<file path="config.mk">
export PLATFORM = sky130hd
export DESIGN_NAME = mem_writer
export DESIGN_NICKNAME = d
export VERILOG_FILES = /design/src/rtl/mem_pkg.sv /design/src/rtl/ram_1w1r.sv /design/src/rtl/mem_writer.sv
export SDC_FILE = /design/constraint.sdc
export NUM_CORES = 1
export LEC_CHECK = 0
export CAP_MARGIN = 25
export CORE_MARGIN = 2
export CORE_UTILIZATION = 61
export DETAILED_ROUTE_END_ITERATION = 6
export PLACE_DENSITY = 0.84
export SYNTH_ARGS = -nofsm -noshare
export SYNTH_HDL_FRONTEND = slang
export SYNTH_HIERARCHICAL = 1
export SYNTH_SLANG_ARGS = --single-unit
</file>
<file path="constraint.sdc">
create_clock -name clk -period 7 [get_ports clk]
set_clock_uncertainty 0.05 [all_clocks]
set_input_delay 1.05 -clock clk [delete_from_list [all_inputs] [get_ports clk]]
set_output_delay 1.05 -clock clk [all_outputs]
set_load 0.05 [all_outputs]
</file>
<file path="src/rtl/mem_pkg.sv">
// Shared constants and FSM state encoding for the table loader.
package mem_pkg;

   localparam int DATA_W = 4;
   localparam int ADDR_W = 4;
   localparam int DEPTH  = 2 ** ADDR_W;

   typedef enum logic [1:0] {
      IDLE,
      WRITE,
      DONE
   } state_t;

endpackage

</file>
<file path="src/rtl/ram_1w1r.sv">
// Single-write / single-read RAM with a registered, read-before-write read port.
module ram_1w1r #(
   parameter int DATA_W = 4,
   parameter int ADDR_W = 4
) (
   input  logic              clk,
   input  logic              rst,
   input  logic              we,
   input  logic [ADDR_W-1:0] wr_addr,
   input  logic [DATA_W-1:0] wr_data,
   input  logic [ADDR_W-1:0] rd_addr,
   output logic [DATA_W-1:0] rd_data
);

   localparam int DEPTH = 2 ** ADDR_W;

   logic [DATA_W-1:0] mem [DEPTH];

   // Array write port.
   // NOTE: the storage array has no reset so it maps onto plain RAM cells;
   // a loaded table survives a controller reset.
   always_ff @(posedge clk) begin
      if (we) begin
         mem[wr_addr] <= wr_data;
      end
   end

   // Registered read; sampling mem before the write lands gives read-before-write.
   // NOTE: non-blocking assignments here are what make the same-cycle read see
   // the old word -- a blocking write would race the read.
   always_ff @(posedge clk) begin
      if (rst) begin
         rd_data <= '0;
      end else begin
         rd_data <= mem[rd_addr];
      end
   end

endmodule

</file>
<file path="src/rtl/mem_writer.sv">
// Loads a run of stream words into the table RAM starting at a base address;
// the read port behaves exactly like the lookup ROM (one-cycle latency).
module mem_writer
   import mem_pkg::*;
#(
   parameter int DATA_W = mem_pkg::DATA_W,
   parameter int ADDR_W = mem_pkg::ADDR_W
) (
   input  logic              clk,
   input  logic              rst,
   input  logic              start,
   input  logic [ADDR_W-1:0] base_addr,
   input  logic [ADDR_W:0]   count,
   input  logic [DATA_W-1:0] in_data,
   input  logic              in_valid,
   output logic              in_ready,
   output logic              busy,
   output logic              done,
   output logic [ADDR_W:0]   wr_count,
   input  logic [ADDR_W-1:0] rd_addr,
   output logic [DATA_W-1:0] rd_data
);

   state_t            state;
   state_t            state_next;
   logic [ADDR_W-1:0] wr_ptr;
   logic [ADDR_W:0]   remaining;
   logic              xfer;
   logic              we;

   assign xfer = in_valid & in_ready;
   // Reset wins over an in-flight transfer: nothing reaches the array that cycle.
   assign we   = xfer & ~rst;

   // State register.
   always_ff @(posedge clk) begin
      if (rst) begin
         state <= IDLE;
      end else begin
         state <= state_next;
      end
   end

   // Next-state and state-decoded outputs.
   // NOTE: every output gets a default before the case so no latch is inferred.
   always_comb begin
      state_next = state;
      in_ready   = 1'b0;
      busy       = 1'b0;
      done       = 1'b0;
      case (state)
         IDLE: begin
            if (start) begin
               state_next = (count != '0) ? WRITE : DONE;
            end
         end
         WRITE: begin
            in_ready = 1'b1;
            busy     = 1'b1;
            if (in_valid && remaining == (ADDR_W + 1)'(1)) begin
               state_next = DONE;
            end
         end
         DONE: begin
            done       = 1'b1;
            busy       = 1'b1;
            state_next = IDLE;
         end
         default: state_next = IDLE;
      endcase
   end

   // Load bookkeeping: write pointer (wraps modulo DEPTH), words left, words written.
   always_ff @(posedge clk) begin
      if (rst) begin
         wr_ptr    <= '0;
         remaining <= '0;
         wr_count  <= '0;
      end else begin
         case (state)
            IDLE: begin
               if (start) begin
                  wr_ptr    <= base_addr;
                  remaining <= count;
                  wr_count  <= '0;
               end
            end
            WRITE: begin
               if (xfer) begin
                  wr_ptr    <= wr_ptr + ADDR_W'(1);
                  remaining <= remaining - (ADDR_W + 1)'(1);
                  wr_count  <= wr_count + (ADDR_W + 1)'(1);
               end
            end
            default: ;
         endcase
      end
   end

   ram_1w1r #(
      .DATA_W (DATA_W),
      .ADDR_W (ADDR_W)
   ) u_ram (
      .clk     (clk),
      .rst     (rst),
      .we      (we),
      .wr_addr (wr_ptr),
      .wr_data (in_data),
      .rd_addr (rd_addr),
      .rd_data (rd_data)
   );

endmodule

</file>
Yosys cells after proc, flatten, opt, wreduce, memory -nomap -nowiden
Memory sizes are Yosys's and may differ from the RTL's. A register that Yosys moved wholly into a read port is not among the register bits. Cells that the tools add are included.

Register bits after elaboration: 16. Memory bits (writable): 64. Output and inout bits: 12. Word-level logic and storage cells: 42. Memories kept: 1.

$add $sub $neg: 3. Equality and inequality tests: 6. Muxes and demuxes: 18. Bitwise logic cells: 3. Reduce and logical (&&, ||, !) cells: 7.

Memories: u_ram.mem (words 16, bits a word 4, read ports 1, clocked after memory_dff 1, wr ports 1, RTL line ram_1w1r.sv:17) `logic [DATA_W-1:0] mem [DEPTH];`.

Operator list (count): $mux W5 (4); $pmux W5 S2 (2); $mux W4 (2); $pmux W4 S2 (1); $mux W2 (3); $ne A2 B2 Y1 const B (3); $add A5 B1 Y5 const B (1); $eq A5 B1 Y1 const B (1); $mux W1 (5); $reduce_bool A5 Y1 (1); $sub A5 B1 Y5 const B (1); $add A4 B1 Y4 const B (1); $pmux W2 S2 (1); $reduce_and A3 Y1 (1); $and A1 B1 Y1 (2); $eq A2 B1 Y1 const B (1); $eq A2 B2 Y1 const B (1); $logic_not A2 Y1 (1); $reduce_and A2 Y1 (1); $reduce_bool A2 Y1 (1); $reduce_or A2 Y1 (1); $logic_and A1 B1 Y1 (1); $not A1 Y1 (1).

Depth between registers and ports, before layout
Gate-level depths: netlist (run 1).

Word-level depth: 6. Gate-level depth with buffers: 8. Mapped depth without buffers: 6.

Cells and area by module
The synthesis (run 1) kept the hierarchy.

Modules (own cells, without submodules): ram_1w1r (times used 1, cells an instance 158, area each 2727.6 um^2, sequential area each 2001.9 um^2); mem_writer (times used 1, cells an instance 113, area each 980.9 um^2, sequential area each 320.3 um^2).

Worst setup path after synthesis (run 1)
Ideal clock, no wire load.

Kind: reg2reg. From: reg state[1]. To: mem u_ram.mem[0][0] (enable). Arrival time: 2.297 ns. Required time: 6.589 ns. Path slack: 4.291 ns. Cell stages (with the launch flop): 8. Buffers on the path: 2. Clock period less this slack: 2.709 ns. Cells stage by stage: dfxtp_1 inv_1 ha_1 buf_6 buf_2 and3_1 or3b_2 nor3_1.

Word-level cells in the longest chain between the ends: 6.

RTL lines: from (decl) (RTL line mem_writer.sv:24) `state_t state;`; from (signal assigned) (RTL line mem_writer.sv:40) `state <= state_next;`; $eq A2 B1 Y1 (RTL line mem_writer.sv:51) `case (state)`; $mux W1 (RTL line mem_writer.sv:51); net in_ready (RTL line mem_writer.sv:16) `output logic in_ready,`; $and A1 B1 Y1 (RTL line mem_writer.sv:31) `assign xfer = in_valid & in_ready;`; $and A1 B1 Y1 (RTL line mem_writer.sv:33) `assign we = xfer & ~rst;`; net we (RTL line mem_writer.sv:29) `logic we;`; $mux W1 (RTL line ram_1w1r.sv:23) `if (we) begin`; $mux W1 (implied by the code) (RTL line ram_1w1r.sv:24) `mem[wr_addr] <= wr_data;`; to (decl) (RTL line ram_1w1r.sv:17).

The timed path passes the listed nets, and every way through them passes these cells.

Worst setup path in the final report (run 1)
From: reg state[1]. To: out in_ready.

Word-level cells in the longest chain between the ends: 2.

RTL lines (RTL line): $eq A2 B1 Y1 (mem_writer.sv:51); $mux W1 (mem_writer.sv:51); to (decl) (mem_writer.sv:16).

Every way passes these cells.

==> results of run 1 <==
-- report_power, final --
group          internal, mW  switching [mW]  total (mW)
clock network         0.127           0.168       0.295
logic                0.0734           0.110       0.183
registers             0.552          0.0188       0.570
-- kinds of logic (layout without fill, tap and decap cells) --
kind of cell               Yosys count  in the layout  synth area share, %
xor gates and xnor gates             4              4               0.9446
AOI/OAI and AO/OA                   40             40                7.962
buffers and inverters               18             58                2.733
adders and majority gates            7              7                2.362
muxes                               25             25                10.19
and+or+nand+nor                     93             93                13.19
DFF                                 84             84                62.62
-- cell usage in the layout, fill, tap and decap left out, drive strengths merged, types with 9 or more instances in the layout --
cell type,instances
clkbuf,10
a21oi,9
o21ai,13
edfxtp,64
mux2i,17
nor2,27
clkdlybuf4s50,32
nor3,10
dfxtp,20
nand3,11
nand2,18
-- final cells by class --
cell class	instances	share of cell area, %
clock buffer	10	3.008
clock inverter	6	0.9732
inverter	8	0.7078
multi-input combinational	169	30.29
sequential	84	54.73
tap	75	2.212
timing repair buffer	34	8.080
-- state kept, by name (all words and copies together), names as in the netlist --
signal         cells
u_ram/mem         64
u_ram/rd_data      4
state              2
wr_count           5
remaining          5
wr_ptr             4
-- worst max-delay path by stage --
| stage | end | slack (ns) | cells past startpoint |
|---|---|---|---|
| after CTS | in_ready | 3.50 | 3 |
| after floorplan | u_ram/mem[0][0] | 4.29 | 7 |
| after detailed placement | u_ram/mem[0][1] | 3.28 | 5 |
| after global routing | in_ready | 3.40 | 3 |
| after global placement | u_ram/mem[0][1] | 3.38 | 5 |
| final | in_ready | 3.52 | 3 |
-- worst max-delay path, delay by kind of cell (launching register included) --
kind	cells	cell delay [ns]
adders and majority gates	1	0.67
buffers and inverters	2	1.03
DFF	1	0.32
-- layer usage --
metal	GRT usage [%]	up-vias	part of all wire (%)
li1	-	1096	-
met1	29.58	1078	45
met2	36.67	68	49
met3	5.604	10	4.9
met4	8.000	0	1.4
met5	0	-	0
-- through the flow --
stage | util (%) | total power [mW] | setup slack (ns) | std cells
floorplan | - | 0.7152 | 4.291 | 271
global placement | 68.96 | 0.7608 | 3.378 | 369
detailed placement | 68.96 | 0.7645 | 3.282 | 369
CTS | 71.83 | 1.055 | 3.502 | 385
global route | 72.09 | 1.095 | 3.400 | 386
finish | 72.09 | 1.049 | 3.523 | 386
-- synth_stat cells, types with 3 or more instances --
library cell,number
edfxtp_1,64
nor2_1,25
dfxtp_1,20
nand2_1,18
mux2i_1,16
nand3_1,11
nor3_1,10
a21oi_1,8
ha_1,7
inv_1,7
o21ai_1,7
nor2b_1,6
o21ai_0,6
nand3b_1,5
buf_6,4
mux4_1,4
mux4_2,4
xnor2_1,4
a22oi_1,3
buf_2,3
clkbuf_1,3
==> results.md, run 1 <==
* Hold EP: remaining[1]
* Share of cells above drive strength 1 at 10.93%
* Reg area at 2322 um2
* Final Hold Violating Endpoints at 0
* Syn Inst Count at approximately 270
* GPL Wtd Cong at 0.7802
* RSZ-0062 raised after global routing: no
* Hold path startpoint: remaining[1]
* Syn nets at 299
* Die area at 6719 um2
* R2r setup slk at 4.21 ns
* Total of max-cap violations at 0
* Hold path depth at 2
* First-pass GRT wire length at 10,930 um
* Seq/Total Area, Yosys at 62.62%
* Final period util at 49.67%
* Clock root buffer master: clkbuf_8
* Synthesis-stage register bit count at 84
* Hold slack at approximately 0.44 ns
* Static leakage at 1.415 nW
* TritonCTS buffer count at 9
* Worst-Skew Late Latency at 0.35 ns
* Layout fillers at 396
* Max clock buf depth at 2
* ANT cells at 0
* Sink Count at 84
* PwrDens at 247.2 nW/um2
* Nets at 334
* Largest net degree at the start of global routing at 23
* Worst setup EP type: output port
* Endpoint required time on the critical path at roughly 5.9 ns
* Post-synth EDFFs at 64
* Initial Util at 63.01%
* Dpl hpwl at 4618 um
* Worst R2R Start: state[1]
* Drt pass-1 iters at 6
* Final setup vio count at 0
* Peak supply drop at 0.1456 mV
* Die width at 81.97 um
* Die height at 81.97 um
* Placement Cell Area at between 4000 and 5000 um2
* Cells on worst reg2reg path at 5
* Avg Cell Area, Syn at 13.68 um2
* Critical Path AT at approximately 2.4 ns
* Critical path class: reg -> out
* Worst-path fanout max at 20
* Total GRT Usage at between 20% and 30%
* Crit start category: flop
* Final Cell Area at 4243 um2
* Vias per inst at 5.834
* Routed Antenna Nets at 0
* Post-synth design cell area at 3709 um2
* WL/cell at 17.65 um
* CP cell instances: inv_1 > ha_1 > clkdlybuf4s50_1
* Clock slew at reported path FFs at around 0.080 ns
* Total negative setup slack at 0 ns
* Setup Fix Bufs, Post-CTS at 0
* Cell variety after synth at 52
* Top FF cell, synth: edfxtp_1
* Worst slew pin tran at approximately 0.82 ns
* Post-CTS resize count at 0
* Remaining Overflow, GRT at 0
* Synth top area share at between 50% and 60%
* Area grow syn2layout at 14.41%
* Initial antenna violation count at 0
* Total routed wirelength at around 7000 um
* Fin crit period at 3.477 ns
* Async S/R FF share, synth at 0%
* Launch point of the worst path: state[1]
* Worst r2r dst: u_ram/mem[0][1]
* Worst hold path type: reg -> reg
* Hold buffers post-CTS at 0
* H-tree depth at 3
* Iter 0 DRT Violations at 159
* Fmax at 287.6 MHz
* Slew Viols, Final at 0
* Io pins at 33
* Post-synth top area cell: edfxtp_1
* Largest stage delay on the critical path at 0.94 ns
* Core ar. at around 6000 um2
* Synth area leaders: edfxtp_1 52%, dfxtp_1 11%, mux2i_1 4.3%
* Via count at 2,252
* CTS tree: done
* Area occupied by multi-input gates at 1285 um2
* Synth Warn # at 6
* Row count at 28
* Slowest CP cell: clkdlybuf4s50_1
* I/O Buffers at 32
* Post-detailed-route DRC marker count at 0
* Status: complete, no violations
* Slew HR at a little under half
* Vias in the first global route at 2,216
Power figures use the tool's default switching activity.
==> inputs of run 2 (changes only) <==
CORE_UTILIZATION = 57   (was 61)
PLACE_DENSITY = 0.79   (was 0.84)
clock period = 3.5 ns   (was 7 ns; I/O delays follow)
==> run 2 against run 1 <==
Effect of this change: power grew 130%; flip-flop and latch count is the same; setup slack lost 2.9 ns; sequential share of layout area shrank 1.3 points; first-iteration DRC count rose by 28%; final area is 2.5% higher; combinational power is 100% higher; largest power group unchanged; highest routed layer unchanged.
==> results.md, run 2 (synthesis gave the netlist of run 1 again) <==
* Status: complete, no violations
* TritonCTS buffer count at 9 (unchanged)
* Die width at 84.66 um (+3.3%)
* First-pass GRT wire length at 11,210 um (+2.5%)
* Routed Antenna Nets at 0 (unchanged)
* Fmax at between 300 and 400 MHz
* Peak supply drop at 0.3452 mV (+140%)
* Die height at 84.66 um (+3.3%)
* Worst-path fanout max at 20 (unchanged)
* I/O Buffers at 32 (unchanged)
* Iter 0 DRT Violations at 203 (+28%)
* Io pins at 33 (unchanged)
* Crit start category: flop
* Sink Count at 84 (unchanged)
* Worst setup EP type: output port
* Commonest non-fill, non-tap cell in the layout: edfxtp_1
* Largest net degree at the start of global routing at 21 (-8.7%)
* Total GRT Usage at 20.64% (-1.9 points)
* Layout fillers at 443 (+12%)
* Hold slack at 0.4383 ns (+0.002326 ns)
* GPL Wtd Cong at 0.8124 (+4.1%)
* Vias in the first global route at 2,253 (+1.7%)
* Row count at 29 (+3.6%)
* Slew HR at 46.36% (+1.0 points)
* Final setup vio count at 0 (unchanged)
* ANT cells at 0 (unchanged)
* Initial Util at 58.74% (-4.3 points)
* Register with the most flip-flops: u_ram/mem
* Most frequent cells in the layout: 64 x edfxtp_1, 32 x clkdlybuf4s50_1, 25 x nor2_1, 20 x dfxtp_1, 18 x nand2_1
* Die area at 7167 um2 (+6.7%)
* Drt pass-1 iters at 4 (-2)
* Total negative setup slack at 0 ns (unchanged)
* H-tree depth at 3 (unchanged)
* Slew Viols, Final at 0 (unchanged)
* Vias per inst at 5.992 (+2.7%)
* Remaining Overflow, GRT at 0 (unchanged)
* Core ar. at 6314 um2 (+7.3%)
* Hold path depth at 2 (unchanged)
* Final period util at 83.10%
* Post-detailed-route DRC marker count at 0 (unchanged)
* Nets at 336 (+0.60%)
* Worst hold path type: reg -> reg
* Initial antenna violation count at 0 (unchanged)
* Total routed wirelength at 6964 um (+2.2%)
* Cells on worst reg2reg path at 5 (unchanged)
* Final Cell Area at 4349 um2 (+2.5%)
* Registers with the most flip-flops: u_ram/mem x64, remaining x5, wr_count x5
* WL/cell at 17.86 um (+1.2%)
* Via count at 2,337 (+3.8%)
* Placement Cell Area at 4084 um2 (+0.62%)
* Hold buffers post-CTS at 0 (unchanged)
* Area grow syn2layout at 17.27%
* Endpoint required time on the critical path at 2.92 ns (-2.98 ns)
* Fin cells at 390 (+1.0%)
* Worst-Skew Late Latency at 0.34 ns (about the same)
* Max clock buf depth at 2 (unchanged)
* Dpl cells at 374 (+1.4%)
* Clock root buffer master: clkbuf_8
* Critical path class: reg -> out
* PwrDens at 548.5 nW/um2 (+120%)
* Clock slew at reported path FFs at 0.08 ns (about the same)
* Dpl hpwl at 4893 um (+5.9%)
* Worst slew pin tran at 0.8022 ns (-0.01557 ns)
* RSZ-0062 raised after global routing: no
* Share of cells above drive strength 1 at 11.82% (+0.89 points)
* Critical Path AT at 2.33 ns (-0.05 ns)
* CTS tree: done
* Final Hold Violating Endpoints at 0 (unchanged)
* Max FFs per register at 64 (unchanged)
* Fin crit period at 2.909 ns
* Setup Fix Bufs, Post-CTS at 0 (unchanged)
* Total of max-cap violations at 0 (unchanged)
* Post-CTS resize count at 0 (unchanged)
* Static leakage at 1.485 nW (+5.0%)
-- run 2: per-layer routing --
metal / vias up / part of all wire, % / GRT usage (%)
met5: - / 0 / 0
met4: 0 / 1.9 / 9.091
met3: 11 / 5.5 / 3.441
met2: 86 / 51 / 35.08
met1: 1144 / 42 / 26.19
li1: 1096 / - / -
-- run 2: cell type report --
| cell class | instances | area [um2] | share of cell area, % |
|---|---|---|---|
| clock buffer | 10 | 127.6 | 2.934 |
| clock inverter | 6 | 137.6 | 3.165 |
| inverter | 8 | 30.03 | 0.6904 |
| multi-input combinational | 169 | 1285 | 29.55 |
| sequential | 84 | 2322 | 53.39 |
| tap | 77 | 96.34 | 2.215 |
| timing repair buffer | 36 | 350.3 | 8.055 |
-- run 2: worst max-delay path: stages, from the launching register on --
cell and delay (ns):
dfxtp_1 0.31, inv_1 0.08, ha_1 0.66, clkdlybuf4s50_1 0.94
-- run 2: final timing paths --
| kind | slack, ns | startpoint | to |
|---|---|---|---|
| worst max-delay path | 0.59 | state[1] | in_ready |
| worst min-delay path | 0.44 | remaining[1] | remaining[1] |
| worst min register to register | 0.44 | remaining[1] | remaining[1] |
| worst max register to register | 0.79 | state[1] | u_ram/mem[0][1] |
-- run 2: report_power, final --
part           switching [mW]  leakage (nW)  internal, mW  total, mW
clock network           0.330         0.131         0.549      0.879
registers              0.0363         0.740          1.10       1.14
logic                   0.221         0.615         0.146      0.367
total                   0.587          1.49          1.80       2.39
-- run 2: per-stage QoR --
step	setup slack [ns]	util, %	power (mW)
5_1_grt	0.4727	68.89	2.485
4_1_cts	0.5676	68.89	2.404
6_report	0.5914	68.89	2.385
3_5_place_dp	0.8009	64.68	1.531
3_3_place_gp	0.8801	64.68	1.523
2_1_floorplan	0.7915	-	1.430
==> inputs of run 3 (changes only) <==
CORE_UTILIZATION = 51   (was 57)
PLACE_DENSITY = 0.75   (was 0.79)
clock period = 2.5 ns   (was 3.5 ns; I/O delays follow)
==> run 3 against run 2 <==
Effect of this change: clock-buffer cell count unchanged; largest power group unchanged; core utilization decreased by 6.7 points; combinational power increased by 44%; setup slack got worse by 0.39 ns; highest routed layer unchanged.
==> results.md, run 3 (synthesis gave the netlist of run 1 again) <==
* Core ar. at 7137 um2 (+13%)
* Final setup vio count at 0 (unchanged)
* Worst setup EP type: output port
* Setup ws final at 0.2034 ns (-0.3880 ns)
* Registers with the most flip-flops: u_ram/mem x64, remaining x5, wr_count x5
* Crit start category: flop
* Placement Setup Slack at 0.1143 ns (-0.6867 ns)
* H-tree depth at 3 (unchanged)
* Status: complete, no violations
* Die height at 89.28 um (+5.5%)
* Placement Cell Area at 4199 um2 (+2.8%)
* Switching Share at 25.81% (+1.2 points)
* Flop pwr share at 49.0% (+1.2 points)
* First-pass GRT wire length at 11,390 um (+1.6%)
* Total of max-cap violations at 0 (unchanged)
* Commonest non-fill, non-tap cell in the layout: edfxtp_1
* PwrDens at 735.9 nW/um2 (+34%)
* Worst slew pin tran at 0.6191 ns (-0.1831 ns)
* Drt pass-1 iters at 5 (+1)
* Internal at 2.423 mW (+35%)
* Vias in the first global route at 2,310 (+2.5%)
* Largest stage delay on the critical path at 0.79 ns (-0.15 ns)
* Worst hold path type: reg -> reg
* Remaining Overflow, GRT at 0 (unchanged)
* GPL Wtd Cong at 0.8081 (-0.53%)
* Clk network pwr share at 34.8% (-2.0 points)
* Power Total at 3.266 mW (+37%)
* Slowest CP cell: clkdlybuf4s50_1
* Final Cell Area at 4438 um2 (+2.0%)
* Fin cells at 421 (+7.9%)
* CP cell instances: inv_1 > ha_1 > clkdlybuf4s50_1
* Dpl cells at 405 (+8.3%)
* Io pins at 33 (unchanged)
* Worst R2R Start: state[1]
* ANT cells at 0 (unchanged)
* Slew HR at 58.60% (+12 points)
* Row count at 31 (+6.9%)
* Initial antenna violation count at 0 (unchanged)
* CTS tree: done
* Sink Count at 84 (unchanged)
* Final Hold Violating Endpoints at 0 (unchanged)
* Launch point of the worst path: state[0]
* Most frequent cells in the layout: 64 x edfxtp_1, 32 x clkdlybuf4s50_1, 25 x nor2_1, 20 x dfxtp_1, 18 x nand2_1
* Final period util at 91.86%
* Worst-path fanout max at 3 (-85%)
* Peak supply drop at 0.3520 mV (+1.9%)
* Max clock buf depth at 2 (unchanged)
* Largest net degree at the start of global routing at 23 (+9.5%)
* Cells on worst reg2reg path at 5 (unchanged)
* Critical path class: reg -> out
* Total negative setup slack at 0 ns (unchanged)
* Hold buffers post-CTS at 0 (unchanged)
* Initial Util at 51.96% (-6.8 points)
* Clock slew at reported path FFs at 0.08 ns (about the same)
* Fin crit period at 2.297 ns
* Critical Path AT at 1.87 ns (-0.46 ns)
* Dpl hpwl at 4846 um (-0.96%)
* Slew Viols, Final at 0 (unchanged)
* Hold slack at 0.4270 ns (-0.01136 ns)
* I/O Buffers at 32 (unchanged)
* Die width at 89.28 um (+5.5%)
* Fmax at 435.4 MHz
* Psw at 0.8430 mW (+44%)
* Total GRT Usage at 19.66% (-0.98 points)
* Worst-Skew Late Latency at 0.35 ns (about the same)
* Iter 0 DRT Violations at 156 (-23%)
* Setup Fix Bufs, Post-CTS at 0 (unchanged)
* Endpoint required time on the critical path at 2.08 ns (-0.84 ns)
* Die area at 7970 um2 (+11%)
* TritonCTS buffer count at 9 (unchanged)
* R2r setup slk at 0.41 ns (-0.38 ns)
* Comb pwr share at 16.2% (+0.8 points)
* Worst r2r dst: u_ram/mem[0][1]
* Total routed wirelength at 7181 um (+3.1%)
* Final Core Density at 62.18% (-6.7 points)
* Clock root buffer master: clkbuf_8
* Via count at 2,319 (-0.77%)
* WL/cell at 17.06 um (-4.5%)
* Routed Antenna Nets at 0 (unchanged)
* Setup crit end: busy
* Static leakage at 1.527 nW (+2.8%)
* Max FFs per register at 64 (unchanged)
* Post-detailed-route DRC marker count at 0 (unchanged)
* Register with the most flip-flops: u_ram/mem
* RSZ-0062 raised after global routing: no
* Vias per inst at 5.508 (-8.1%)
* Post-CTS resize count at 0 (unchanged)
* Nets at 345 (+2.7%)
* Share of cells above drive strength 1 at 14.60% (+2.8 points)
* Area grow syn2layout at 19.67%
==> run 3: changes by cell type in the layout (fill, tap and decap cells not counted) <==
cell and change:
ha_1 -1, inv_6 +1, buf_4 +8, buf_12 +1, nor3_2 +1, nor3_1 -1, clkinv_1 +1, clkinv_4 -1
bufinv_16 -1, ha_2 +1
==> run 3: area by class of cell <==
type                            count  area [um2]
Fill cell                         566        2699
Sequential cell                    84        2322
Multi-Input combinational cell    169        1292
Timing Repair Buffer               45       430.4
Clock buffer                       10       127.6
Tap cell                           99       123.9
Clock inverter                      6       111.4
Inverter                            8       30.03
==> run 3: power groups by stage <==
stage	Combinational [mW]	Sequential (mW)	Clock [mW]
floorplan	0.353	1.65	0
detailed placement	0.530	1.63	0
finish	0.530	1.60	1.14
global placement	0.520	1.63	0
CTS	0.532	1.60	1.16
global route	0.572	1.61	1.21
==> run 3: critical path, delay by kind of cell, from the launching register on <==
kind	cells	cell delay, ns
buffers and inverters	2	0.87
flip-flops	1	0.38
adder cells (fa/ha/maj)	1	0.27
==> run 3: worst min-delay path by stage <==
stage,startpoint,to,slack (ns),cells past startpoint
floorplan,rst,remaining[4],0.39,1
global placement,remaining[1],remaining[1],0.42,2
detailed placement,remaining[1],remaining[1],0.42,2
CTS,remaining[1],remaining[1],0.43,2
global route,remaining[1],remaining[1],0.46,2
finish,remaining[1],remaining[1],0.43,2
==> run 3: layer usage <==
layer / up-vias / GRT usage [%] / routed length [um]
li1: 1116 / - / -
met1: 1130 / 25.20 / 3065
met2: 63 / 32.93 / 3635
met3: 10 / 4.155 / 344
met4: 0 / 7.598 / 134
met5: - / 0 / 0
==> RTL change 1 (settings of run 1) <==
Register the output `wr_count` once more, without a reset; this adds one clock of latency there. The other outputs are not delayed to match.
--- a/src/rtl/mem_writer.sv
+++ b/src/rtl/mem_writer.sv
@@ -20,6 +20,8 @@
    input  logic [ADDR_W-1:0] rd_addr,
    output logic [DATA_W-1:0] rd_data
 );
+
+   logic [ADDR_W:0] wr_count_s0;
 
    state_t            state;
    state_t            state_next;
@@ -75,21 +77,21 @@
       if (rst) begin
          wr_ptr    <= '0;
          remaining <= '0;
-         wr_count  <= '0;
+         wr_count_s0 <= '0;
       end else begin
          case (state)
             IDLE: begin
                if (start) begin
                   wr_ptr    <= base_addr;
                   remaining <= count;
-                  wr_count  <= '0;
+                  wr_count_s0 <= '0;
                end
             end
             WRITE: begin
                if (xfer) begin
                   wr_ptr    <= wr_ptr + ADDR_W'(1);
                   remaining <= remaining - (ADDR_W + 1)'(1);
-                  wr_count  <= wr_count + (ADDR_W + 1)'(1);
+                  wr_count_s0 <= wr_count_s0 + (ADDR_W + 1)'(1);
                end
             end
             default: ;
@@ -110,5 +112,9 @@
       .rd_data (rd_data)
    );
 
+   always_ff @(posedge clk) begin
+      wr_count <= wr_count_s0;
+   end
+
 endmodule
 
Behaviour: not the same (Yosys sat finds a counterexample within 4 cycles, from zero or initial values and one cycle with rst high).
==> RTL change 1 against run 1 <==
Critical path depth stayed put. Cell area up 2.2%. Via count grew 7.5%. Sequential share of layout area grew 1.2 points. Area after synthesis is 1.7% higher. Clock power is 12% higher. Worst setup slack lost 0.14 ns. Combinational power fell by 14%. Count of clock-buffer cells in the layout rose by 1. Sequential power is 5.1% higher. Synthesized cell count is 3.7% higher. Power is 3.4% higher. Wire length grew 10%. Sequential cell count rose by 5. Critical endpoint unchanged.
==> RTL change 1: results (changes against run 1) <==
Yosys
  • Synth top area cells: edfxtp_1, dfxtp_1, mux2i_1 (unchanged)
  • Sequential share of the synthesized area: 0.642 (was 0.626)
  • Synth top cells by count: edfxtp_1, dfxtp_1, nor2_1 (was edfxtp_1, nor2_1, dfxtp_1)
  • Synthesis Warnings: 6 (unchanged)
  • Yosys cell types: 48 (was 52)
  • Post-synth net total: 309 (was 299)

Outcome
  • Outcome: finished clean (unchanged)

Drt
  • Initial DRC Count: 207 (was 159)
  • DR vias/cell: 6.15 (was 5.83)
  • Detail Route met3 WL: 489 um (was 335 um)
  • DR WL/cell: 19.0 um (was 17.7 um)
  • Metal-1 WL: 2960 um (was 3070 um)
  • Routed wl met2: 3780 um (was 3310 um)
  • DRT Pass-1 Iters: 4 (was 6)

Min path
  • Hold path start: wr_count_s0[4] (was remaining[1])
  • WHS Path Cells: 0 (was 2)
  • Hold Crit Endpoint: wr_count[4] (was remaining[1])
  • Worst hold path class: register to register (unchanged)

Clocking
  • PostCTS Resize Cnt: 0 (unchanged)
  • Post-CTS setup buffers: 0 (unchanged)
  • H-tree depth: 3 (unchanged)
  • CTS Buffer Depth: 2 (unchanged)

GRT
  • Grt met2 use: 0.401 (was 0.367)
  • Grt met3 use: 0.0424 (was 0.0560)
  • Number of global-route vias before repair: 2317 (was 2216)
  • Pin count of the biggest net entering global routing: 29 (was 23)
  • Initial antenna violation count: 0 (unchanged)
  • GR Util met1: 0.303 (was 0.296)
  • Overall routing resource usage: 0.244 (was 0.225)
  • First-pass GRT wire length: 11800 um (was 10900 um)

Critical path
  • CP peak stage delay: 0.96 ns (was 0.94 ns)
  • CP startpoint: state[1] (unchanged)
  • Crit path to: in_ready (unchanged)
  • Crit Path Max Fanout: 28 (was 20)
  • Reg2Reg Setup Slack: 3.95 ns (was 4.21 ns)
  • Arrival time worst endpoint: 2.52 ns (was 2.38 ns)
  • Reg2Reg Depth: 6 (was 5)

STA
  • Final hold vios: 0 (unchanged)
  • Max-slew headroom: 0.361 (was 0.453)
  • Setup TNS Final: 0 ns (unchanged)
  • Slew Viols, Final: 0 (unchanged)

Cells and area
  • Max FFs per register: 64 (unchanged)
  • Share of cells above drive strength 1: 0.0846 (was 0.109)
  • Reg with most FFs: u_ram/mem (unchanged)
  • Layout Nets: 342 (was 334)
  • Antenna Cells: 0 (unchanged)

Placement
  • Placer Congestion: 0.794 (was 0.780)
  • Post-DP HPWL: 5090 um (was 4620 um)

Power and ir drop
  • Peak VDD IR: 168 uV (was 146 uV)
  • Leak pwr: 0.00147 uW (was 0.00142 uW)
[RTL change 1: changes by cell type in the layout (fill, tap and decap cells not counted), moves of 4 or more]
cell	change
dfxtp_1	+5
a21oi_1	+6
nor2b_1	+4
o21ai_1	-7
clkinvlp_4	-5
o21ai_0	+5
nor3_1	-4
[RTL change 1: cells by family (layout without fill, tap and decap cells)]
| kind of cell | Yosys count | in the layout | synth area share |
|---|---|---|---|
| buffers and inverters | 19 | 57 | 0.0255 |
| AOI/OAI and AO/OA | 44 | 44 | 0.0766 |
| and+or+nand+nor | 93 | 93 | 0.125 |
| muxes | 27 | 27 | 0.103 |
| adders and majority gates | 7 | 7 | 0.0232 |
| DFF | 89 | 89 | 0.642 |
| xor gates and xnor gates | 2 | 2 | 0.00465 |
[RTL change 1: layout make-up]
cell class,instances,area [um^2]
inverter,7,26.3
clock buffer,11,151
tap,75,93.8
clock inverter,5,35.0
sequential,89,2420
fill,403,1620
multi-input combinational,173,1250
timing repair buffer,34,353
[RTL change 1: power by group]
| group | internal (uW) | total [uW] | switching [uW] |
|---|---|---|---|
| Clock | 150 | 329 | 179 |
| Sequential | 579 | 599 | 19.3 |
| Combinational | 62.7 | 157 | 94.0 |
| Total | 792 | 1080 | 292 |
[RTL change 1: worst register-to-register path, delay by kind of cell (launching register included)]
family,cells,cell delay (ns)
AND/OR/NAND/NOR,4,1.45
flip-flops,1,0.34
adder cells (fa/ha/maj),1,0.79
buffers and inverters,1,0.08
[RTL change 1: stage by stage]
step                hold slack [ns]  power, uW  instance area, um^2  instances  setup slack [ns]
floorplan                     0.289        717                 3770        281              4.16
global placement              0.306        761                 4120        377              3.44
detailed placement            0.310        765                 4120        377              3.26
CTS                           0.323       1090                 4310        393              3.39
global route                  0.331       1130                 4330        394              3.24
finish                        0.324       1080                 4330        394              3.38
==> RTL change 2 (flow settings as in run 1) <==
Without the edit above. `ADDR_W` is set to 4 in 2 places; all go to 3.
--- a/src/rtl/mem_pkg.sv
+++ b/src/rtl/mem_pkg.sv
@@ -2,7 +2,7 @@
 package mem_pkg;
 
    localparam int DATA_W = 4;
-   localparam int ADDR_W = 4;
+   localparam int ADDR_W = 3;
    localparam int DEPTH  = 2 ** ADDR_W;
 
    typedef enum logic [1:0] {
--- a/src/rtl/ram_1w1r.sv
+++ b/src/rtl/ram_1w1r.sv
@@ -1,7 +1,7 @@
 // Single-write / single-read RAM with a registered, read-before-write read port.
 module ram_1w1r #(
    parameter int DATA_W = 4,
-   parameter int ADDR_W = 4
+   parameter int ADDR_W = 3
 ) (
    input  logic              clk,
    input  logic              rst,
Ports: changed (resized base_addr, count, rd_addr and wr_count); port bits go from 33 to 29. The function was not compared with the original's and may differ.
==> RTL change 2 against run 1 <==
Area after synthesis decreased by 41%. Cell area decreased by 40%. Via count decreased by 34%. Power decreased by 38%. Wire length decreased by 34%. Sequential cell count decreased by 35. Worst setup slack got worse by 0.071 ns. Non-clock buffer count decreased by 6. Critical path depth unchanged. First-iteration DRC count decreased by 28%. Largest power group unchanged. Highest routed layer unchanged.
==> RTL change 2: results (changes against run 1) <==
Cells and area
  • Fraction of area in registers: 0.513 (was 0.547)
  • NonClk Buf Share: 0.110 (was 0.0808)
  • Clk cell area share: 0.0310 (was 0.0398)
  • #MultiIn Comb: 94 (was 169)
  • CLK BUF: 5 (was 10)
  • Share of cells above drive strength 1: 0.101 (was 0.109)
  • Layout Nets: 213 (was 334)
  • Inverters: 10 (was 8)
  • Seq_cells: 49 (was 84)
  • Max FFs per register: 32 (was 64)
  • Non-clock buffers: 28 (was 34)
  • Area of the multi-input gates: 781 um^2 (was 1280 um^2)

Yosys
  • Area share of xor/xnor cells in the synthesized design: 0 (was 0.00945)
  • Synth Area in Adders: 0.0404 (was 0.0236)
  • Post-synth net total: 186 (was 299)
  • Mux contribution to synthesized area: 0.116 (was 0.102)
  • Number of synthesized flops with an enable pin: 32 (was 64)
  • Avg Cell Area, Syn: 13.5 um^2 (was 13.7 um^2)
  • Yosys cell types: 41 (was 52)

Drt
  • Total length of routed wires: 4480 um (was 6810 um)
  • Initial DRC Count: 114 (was 159)

Critical path
  • Reg2reg end: wr_ptr[0] (was u_ram/mem[0][1])
  • Crit Path Max Fanout: 22 (was 20)
  • Reg2Reg Setup Slack: 4.25 ns (was 4.21 ns)

Power and ir drop
  • Pwr dens: 256 nW/um^2 (was 247 nW/um^2)

STA
  • Hold WS: 0.451 ns (was 0.436 ns)
  • Post-layout min period: 3.55 ns (was 3.48 ns)

Outcome
  • Outcome: finished clean (unchanged)

Placement
  • Post-Place Cells: 227 (was 369)
  • Post-DP HPWL: 3190 um (was 4620 um)
  • Place WS: 3.65 ns (was 3.28 ns)
  • IO buf count: 28 (was 32)

Clocking
  • H-tree depth: 2 (was 3)
  • Clk root buf: clkbuf_4 (was clkbuf_8)

GRT
  • First-pass GRT wire length: 7360 um (was 10900 um)
[RTL change 2: changes by cell type after synthesis, moves of 4 or more]
| cell | delta |
|---|---|
| edfxtp_1 | -32 |
| nor2_1 | -14 |
| nand2_1 | -12 |
| mux2i_1 | -10 |
| nand3_1 | -10 |
| nor3_1 | -7 |
| o21ai_1 | -6 |
| nand3b_1 | -5 |
| mux4_1 | -4 |
| mux4_2 | +4 |
| xnor2_1 | -4 |
[RTL change 2: report_power, final]
group	internal (uW)	switching [uW]
clock	73.9	88.3
combinational	58.2	92.0
sequential	322	15.9
[RTL change 2: worst max-delay path, stage by stage (launching register included)]
cell and delay [ns]:
dfxtp_1 0.36, inv_1 0.08, ha_1 0.69, clkdlybuf4s50_1 0.95
[RTL change 2: routing by layer]
metal | vias up | GRT usage | share of wire
met5 | - | 0 | 0
met4 | 0 | 0.120 | 0.033
met1 | 715 | 0.326 | 0.44
met2 | 72 | 0.374 | 0.47
li1 | 676 | - | -
met3 | 17 | 0.0679 | 0.063
